--- config.mk ---
export PLATFORM = sky130hd
export DESIGN_NAME = i2s_tx_serializer
export DESIGN_NICKNAME = d
export VERILOG_FILES = /design/src/rtl/i2s_tx_serializer.sv
export SDC_FILE = /design/constraint.sdc
export NUM_CORES = 1
export LEC_CHECK = 0
export BUFFER_PORTS_ARGS = -buffer_cell sky130_fd_sc_hd__buf_2
export CAP_MARGIN = 10
export CORE_MARGIN = 2
export CORE_UTILIZATION = 60
export CTS_CLUSTER_SIZE = 14
export DETAILED_ROUTE_END_ITERATION = 16
export PLACE_DENSITY_LB_ADDON = 0.05
export SLEW_MARGIN = 0
export SYNTH_ARGS = -nofsm -noshare
export SYNTH_HDL_FRONTEND = slang
export SYNTH_SLANG_ARGS = --single-unit
--- constraint.sdc ---
create_clock -name i_clock -period 2.8 [get_ports i_clock]
set_input_delay 0.28 -clock i_clock [delete_from_list [all_inputs] [get_ports i_clock]]
set_output_delay 0.28 -clock i_clock [all_outputs]
set_load 0.05 [all_outputs]
--- src/rtl/i2s_tx_serializer.sv ---
// I2S / left-justified DAC transmitter: stereo pair FIFO feeding a slot serialiser
// driven by codec BCLK/LRCLK that are synchronised into the system clock domain.
module i2s_tx_serializer #(
   parameter int DATA_WIDTH = 24,
   parameter int SLOT_WIDTH = 32,
   parameter int FIFO_DEPTH = 4,
   parameter int I2S_MODE   = 1
) (
   input  logic                               i_clock,
   input  logic                               i_reset,
   input  logic                               i_codec_bit_clock,
   input  logic                               i_codec_lr_clock,
   output logic                               o_codec_dac_data,
   input  logic [DATA_WIDTH-1:0]              i_data_left,
   input  logic [DATA_WIDTH-1:0]              i_data_right,
   input  logic                               i_data_valid,
   output logic                               o_data_ready,
   output logic                               o_underflow,
   output logic [$clog2(FIFO_DEPTH+1)-1:0]    o_fifo_level
);

   localparam int CW = $clog2(SLOT_WIDTH+1);
   localparam int AW = $clog2(FIFO_DEPTH);
   localparam int LW = $clog2(FIFO_DEPTH+1);
   localparam logic [CW-1:0] SLOT_END = CW'(SLOT_WIDTH);
   localparam logic [LW-1:0] FULL_LVL = LW'(FIFO_DEPTH);

   typedef enum logic [1:0] {S_IDLE, S_LEFT, S_RIGHT} state_t;

   state_t r_state, w_state_nxt;

   logic r_bclk_meta, r_bclk_stable, r_bclk_delay, r_bclk_fall;
   logic r_lr_meta, r_lr_stable, r_lr_delay, r_lr_fall, r_lr_rise;

   logic [2*DATA_WIDTH-1:0] r_mem [FIFO_DEPTH];
   logic [AW-1:0]           r_wr_ptr, r_rd_ptr;
   logic [LW-1:0]           r_level;
   logic                    w_empty, w_full, w_push, w_pop;
   logic [2*DATA_WIDTH-1:0] w_head;

   logic [DATA_WIDTH-1:0]   r_shift, r_right_hold, w_new_sample;
   logic [CW-1:0]           r_cnt;
   logic                    r_dout, w_slot_start;

   // Three-flop synchronisers; edge flags are registered from stable/delay.
   always_ff @(posedge i_clock) begin
      if (i_reset) begin
         r_bclk_meta <= 1'b0; r_bclk_stable <= 1'b0; r_bclk_delay <= 1'b0; r_bclk_fall <= 1'b0;
         r_lr_meta   <= 1'b0; r_lr_stable   <= 1'b0; r_lr_delay   <= 1'b0;
         r_lr_fall   <= 1'b0; r_lr_rise     <= 1'b0;
      end else begin
         r_bclk_meta   <= i_codec_bit_clock;
         r_bclk_stable <= r_bclk_meta;
         r_bclk_delay  <= r_bclk_stable;
         r_bclk_fall   <= !r_bclk_stable & r_bclk_delay;
         r_lr_meta     <= i_codec_lr_clock;
         r_lr_stable   <= r_lr_meta;
         r_lr_delay    <= r_lr_stable;
         r_lr_fall     <= !r_lr_stable & r_lr_delay;
         r_lr_rise     <= r_lr_stable & !r_lr_delay;
      end
   end

   assign w_empty      = (r_level == '0);
   assign w_full       = (r_level == FULL_LVL);
   assign o_data_ready = !w_full & !i_reset;
   assign w_push       = i_data_valid & o_data_ready;
   assign w_pop        = r_lr_fall & !w_empty;
   assign w_head       = r_mem[r_rd_ptr];
   assign o_underflow  = r_lr_fall & w_empty & !i_reset;
   assign o_fifo_level = r_level;
   assign o_codec_dac_data = r_dout;

   always_ff @(posedge i_clock) begin
      if (w_push) r_mem[r_wr_ptr] <= {i_data_left, i_data_right};
   end

   always_ff @(posedge i_clock) begin
      if (i_reset) begin
         r_wr_ptr <= '0;
         r_rd_ptr <= '0;
         r_level  <= '0;
      end else begin
         if (w_push) r_wr_ptr <= r_wr_ptr + 1'b1;
         if (w_pop)  r_rd_ptr <= r_rd_ptr + 1'b1;
         case ({w_push, w_pop})
            2'b10:   r_level <= r_level + 1'b1;
            2'b01:   r_level <= r_level - 1'b1;
            default: r_level <= r_level;
         endcase
      end
   end

   always_ff @(posedge i_clock) begin
      if (i_reset) r_state <= S_IDLE;
      else         r_state <= w_state_nxt;
   end

   // A right-slot start is only honoured once a left slot has begun.
   always_comb begin
      w_state_nxt  = r_state;
      w_slot_start = 1'b0;
      w_new_sample = '0;
      if (r_lr_fall) begin
         w_state_nxt  = S_LEFT;
         w_slot_start = 1'b1;
         w_new_sample = w_pop ? w_head[2*DATA_WIDTH-1:DATA_WIDTH] : '0;
      end else if (r_lr_rise && (r_state != S_IDLE)) begin
         w_state_nxt  = S_RIGHT;
         w_slot_start = 1'b1;
         w_new_sample = r_right_hold;
      end
   end

   // Slot register shifts MSB-first; cnt tracks slot position so surplus BCLKs emit zeros.
   always_ff @(posedge i_clock) begin
      if (i_reset) begin
         r_dout       <= 1'b0;
         r_shift      <= '0;
         r_right_hold <= '0;
         r_cnt        <= '0;
      end else if (w_slot_start) begin
         if (r_lr_fall) r_right_hold <= w_pop ? w_head[DATA_WIDTH-1:0] : '0;
         if (I2S_MODE == 0) begin
            r_dout  <= w_new_sample[DATA_WIDTH-1];
            r_shift <= {w_new_sample[DATA_WIDTH-2:0], 1'b0};
            r_cnt   <= CW'(1);
         end else begin
            r_dout  <= 1'b0;
            r_shift <= w_new_sample;
            r_cnt   <= '0;
         end
      end else if (r_bclk_fall && (r_state != S_IDLE)) begin
         if (r_cnt < SLOT_END) begin
            r_dout  <= r_shift[DATA_WIDTH-1];
            r_shift <= {r_shift[DATA_WIDTH-2:0], 1'b0};
            r_cnt   <= r_cnt + 1'b1;
         end else begin
            r_dout  <= 1'b0;
         end
      end
   end

endmodule

After elaboration in Yosys (flattened, before gate mapping)
Memory sizes are Yosys's and may differ from the RTL's. A register that Yosys moved wholly into a read port is not among the register bits. Index checks and enable logic that the tools add are counted.

Word-level logic and storage cells: 72. Memory bits (writable): 192. Memories: 1. Flip-flop bits (word level): 73. Output and inout port bits: 6. Bits of input ports: 53.

Memories: r_mem (depth 4, bits a word 48, rd ports 1, clocked after Yosys merged registers in 1, wr ports 1, line 35) `logic [2*DATA_WIDTH-1:0] r_mem [FIFO_DEPTH];`.

Equal/unequal tests: 3. Reduce and logical (&&, ||, !) cells: 19. Add/sub/neg operators: 5. Bitwise logic cells: 8. $lt $le $gt $ge: 1. Multiplexer cells: 17.

Operator list (count): 2-to-1 mux 24 bit (7); nonzero test 2 bit (5); bitwise AND 1 bit (8); 2-to-1 mux 1 bit (7); adder 6 x 1 -> 6 bit (second input constant) (1); logical NOT 1 bit (6); less-than comparator 6 bit (second input constant) (1); case mux 3 bit (2 select lines) (1); AND reduction 2 bit (3); adder 2 x 1 -> 2 bit (second input constant) (2); 2-to-1 mux 2 bit (2); OR reduction 2 bit (2); adder 3 x 1 -> 3 bit (second input constant) (1); == test 3 bit (second input constant) (1); logical NOT 3 bit (1); subtractor 3 x 1 -> 3 bit (second input constant) (1); == test 2 x 1 -> 1 bit (second input constant) (1); == test 2 bit (second input constant) (1); logical AND 1 bit (2).

Longest topological paths before layout
Word-level depth: 6. Depth in mapped cells: 10. Depth with buffers taken out: 9.

Worst setup path before layout
No wires, ideal clock.

Path type: reg2reg. Start point: register r_level[0] (netlist: o_fifo_level[0]). End point: memory r_mem[1][0] in the netlist's numbering, enable pin. Cell stages (with the launch flop): 4. Clock period less this slack: 2887 ps. Slack: -87 ps. Required time: 2390 ps. Arrival: 2476 ps. Path through: dfxtp_1 > nor2_1 > a211oi_2 > and2_1.

Word-level cells in the longest chain between the ends: 6.

Ends and longest elaborated chain: start: declaration (line 37) `logic [LW-1:0] r_level;`; start signal: assignment (line 87) `2'b10: r_level <= r_level + 1'b1;`; start signal: assignment (line 88) `2'b01: r_level <= r_level - 1'b1;`; start signal: assignment (line 89) `default: r_level <= r_level;`; == test 3 bit (line 65) `assign w_full = (r_level == FULL_LVL);`; logical NOT 1 bit (line 66) `assign o_data_ready = !w_full & !i_reset;`; bitwise AND 1 bit (line 66); bitwise AND 1 bit (line 67) `assign w_push = i_data_valid & o_data_ready;`; 2-to-1 mux 1 bit (line 75) `if (w_push) r_mem[r_wr_ptr] <= {i_data_left, i_data_right};`; 2-to-1 mux 1 bit (not written as such) (line 75); end: declaration (line 35).

No other way between the ends.

Final worst setup path
Start point: register r_level[0] (netlist: o_fifo_level[0]). End point: register r_level[2] (netlist: o_fifo_level[2]).

Word-level cells in the longest chain between the ends: 6. Elaborated cells on any way between the ends: 13. Those cells by class: add/sub: 2; eq/ne: 3; mux: 1; bitwise: 3; reduce/logical: 4.

Ends and longest elaborated chain: == test 3 bit (line 65); logical NOT 1 bit (line 66); bitwise AND 1 bit (line 66); bitwise AND 1 bit (line 67); == test 2 x 1 -> 1 bit / == test 2 bit (equally long branches) (line 86) `case ({w_push, w_pop})`; case mux 3 bit (2 select lines) / nonzero test 2 bit (equally long branches).

Several ways; a longest one is shown, not always the timed one. A chain may end at the register's enable or synchronous reset.

==> summary.md <==
| Metric | Value |
|---|---|
| Outcome | `finished clean` |
| Setup_tns | `0 ns` |
| Most common cell in the netlist | `edfxtp_1` |
| Initial antenna violation count | `0` |
| Crit path top cell by count | `inv_1` |
| Dominant cells by area after synthesis | `edfxtp_1, dfxtp_1, mux4_2` |
| H-tree Lvls | `1` |
| Root Driver | `clkbuf_16` |
| Overflow after GRT | `0` |
| Routed len/inst | `19.8 um` |
| Ports | `59` |
| Site Rows | `47` |
| Resized cells post-CTS | `0` |
| # DRC | `0` |
| Final ANT Viol Nets | `0` |
| CTS buffer count | `27` |
| Fillers | `1,006` |
| RSZ-0062 raised after global routing | `false` |
| Yosys warning count | `0` |
| # nets final | `763` |
| CTS Sinks | `between 200 and 300` |
| CP peak stage delay | `about 0.5 ns` |
| Setup crit start kind | `register` |
| Vias in the first global route | `5,658` |
| WP data required | `about 3.3 ns` |
| Crit end category | `register` |
| Layout Skew | `between 0.005 and 0.006 ns` |
| Setup CP Type | `reg2reg` |
| Non-Filler Cell Area, Final | `about 12,000 um2` |
| Reg2Reg Setup Slack | `between 0.5 and 0.6 ns` |
| Synth top area share | `between 50 and 60%` |
| FF+latch count, synth | `~270` |
| Syn Area/Cell | `roughly 17 um2` |
| Post-synth EDFFs | `between 150 and 200` |
| Max Clk Rate | `roughly 440 MHz` |
| RD Place Congestion | `approximately 0.77` |
| Final setup vio count | `0` |
| Vias per cell | `~5.8` |
| First-pass GRT wire length | `roughly 30,000 um` |
| Clock transition at path regs | `0.06 ns` |
| Placed Instances | `between 800 and 900` |
| WL final | `around 19,000 um` |
| Clk_lat worst skew | `0.53 ns` |
| Cell variety after synth | `40` |
| Vias | `around 5,400` |
| Die H | `133 um` |
| Drt first pass iters | `5` |
| Number of diodes | `0` |
| Post-Syn Instances | `between 500 and 600` |
| Sequential cell area fraction in the yosys report | `between 70% and 80%` |
| DP Area | `10,500 um2` |
| Reg2reg path depth | `9` |
| DP Wirelength | `10,400 um` |
| Area leader, netlist | `edfxtp_1` |
| Hold WC Path Type | `in2reg` |
| Slew Limit Fails | `0` |
| Min-Delay Startpoint | `i_data_left[4]` |
| Core area | `between 15,000 and 20,000 um2` |
| Total power | `approximately 8.3 mW` |
| Bufs on Longest Clock Path | `3` |
| Starting DRC count in detailed routing | `around 400` |
| # port buffers | `58` |
| GRT Overall Usage | `a little over a fifth` |
| Post-synth top cells | `edfxtp_1, dfxtp_1, mux4_2` |
| Crit path max-delay cell type | `a211oi_2` |
| Leak | `between 4 and 5 nW` |
| Share of layout cells above drive strength 1 | `roughly a quarter` |
| Max_slew headroom | `65.6%` |
| Largest net degree at the start of global routing | `49` |
| Hold Path Depth | `1` |
| Pwr/cell area | `just under 700 nW/um2` |
| Worst r2r src | `o_fifo_level[0]` |
| Die area | `around 18,000 um2` |
| Final hold slack | `roughly 0.014 ns` |
| Critical-path maximum fanout | `8` |
| Die width | `around 130 um` |
| Endpoint, Worst Hold | `r_mem[1][28]` |
| Final worst path period need | `about 2.3 ns` |
| Worst path arrival time | `between 2 and 3 ns` |
| Post-synth top flop | `edfxtp_1` |
| Reg2reg end | `o_fifo_level[2]` |
| Starting Density | `around 61%` |
| Worst path cell trace | `nor2_1 -> a211oi_2 -> inv_1 -> ha_1 -> inv_1 -> fa_1 -> xor2_1 -> or3_1 -> a21oi_1` |
| Max cap viols | `0` |
| Final Hold Viols | `0` |
| Layout area overhead | `19.8%` |
| Tcrit/Tclk final | `82.0%` |
| Pre-CTS WS | `between 0.6 and 0.7 ns` |
| Final Core Density | `72.9%` |
| Syn_nets | `642` |
| Async S/R FF share, synth | `0%` |
| TritonCTS clock tree | `built` |
| Post-Syn Area | `9980 um2` |
| Final worst slack | `approximately 0.50 ns` |
| Max rail drop VDD | `0.579 mV` |
| Slew @ Worst Pin | `0.514 ns` |
| Non-Filler Instances | `944` |
## worst max-delay path: cells and delay by family (launching register included)
family / cells / cell delay (ns)
AOI/OAI and AO/OA: 2 / 0.68
xor gates and xnor gates: 1 / 0.08
adders and majority gates: 2 / 0.43
buffers and inverters: 2 / 0.19
DFF: 1 / 0.42
and+or+nand+nor: 2 / 0.42
## cells by family after synthesis
family	after synthesis	synth area share, %
AOI/OAI and AO/OA	109	6.94
adders and majority gates	7	0.953
and+or+nand+nor	102	5.46
DFF	267	72.8
buffers and inverters	40	2.22
muxes	48	10.8
xor gates and xnor gates	9	0.790
## report_power, final
part | internal [mW] | switching (mW)
clock network | 2.23 | 1.41
registers | 4.32 | 0.0259
logic | 0.145 | 0.166
total | 6.70 | 1.60
## how the worst max path moves through the flow
stage | from | end | slack, ns | cells past startpoint
after global routing | o_fifo_level[0] | o_fifo_level[2] | 0.35 | 9
final | o_fifo_level[0] | o_fifo_level[2] | 0.50 | 9
after CTS | o_fifo_level[0] | o_fifo_level[2] | 0.54 | 9
after floorplan | o_fifo_level[0] | o_underflow | 0.20 | 2
after detailed placement | o_fifo_level[0] | o_fifo_level[2] | 0.60 | 9
after global placement | o_fifo_level[0] | o_fifo_level[2] | 0.78 | 9
## layout make-up
cell class                 count  area (um2)  share of cell area (%)
timing repair buffer         124         958                    8.01
tap                          220         275                    2.30
clock buffer                  42         792                    6.62
clock inverter                 8         134                    1.12
sequential                   267        7270                    60.8
multi-input combinational    275        2500                    20.9
inverter                       8        30.0                   0.251
## per-layer routing
metal	wire length [um]	part of all wire, %	up-vias	track usage, %
li1	-	-	2503	-
met5	0	0	-	0
met2	9380	50	156	37.4
met4	565	3.0	0	6.39
met1	7840	42	2750	29.7
met3	879	4.7	39	2.87
## layout by cell type, fill, tap and decap left out, drive strengths merged, types with 2 or more instances in the layout
master,instances
xor2,6
dlygate4sd3,49
edfxtp,192
ha,6
a21oi,31
clkinv,3
a22oi,45
nor3,3
dfxtp,75
or2,2
nand2,6
nor2b,22
nor3b,2
clkbuf,42
inv,10
nand4,2
nor2,42
mux4,48
bufinv,3
xnor2,3
o21ai,26
and2b,13
and2,7
buf,75
## registers in the layout, indices dropped and copies added, names as in the netlist, 2 cells and up, named ones only
name	count
r_cnt	6
o_fifo_level	3
r_mem	192
r_wr_ptr	2
r_state	2
r_shift	24
r_rd_ptr	2
r_right_hold	24
## what timing repair did
action,in CTS,in global routing
hold buffers,49,0
setup buffers,0,0
endpoints found under the hold margin,187,0
Power figures use the tool's default switching activity.
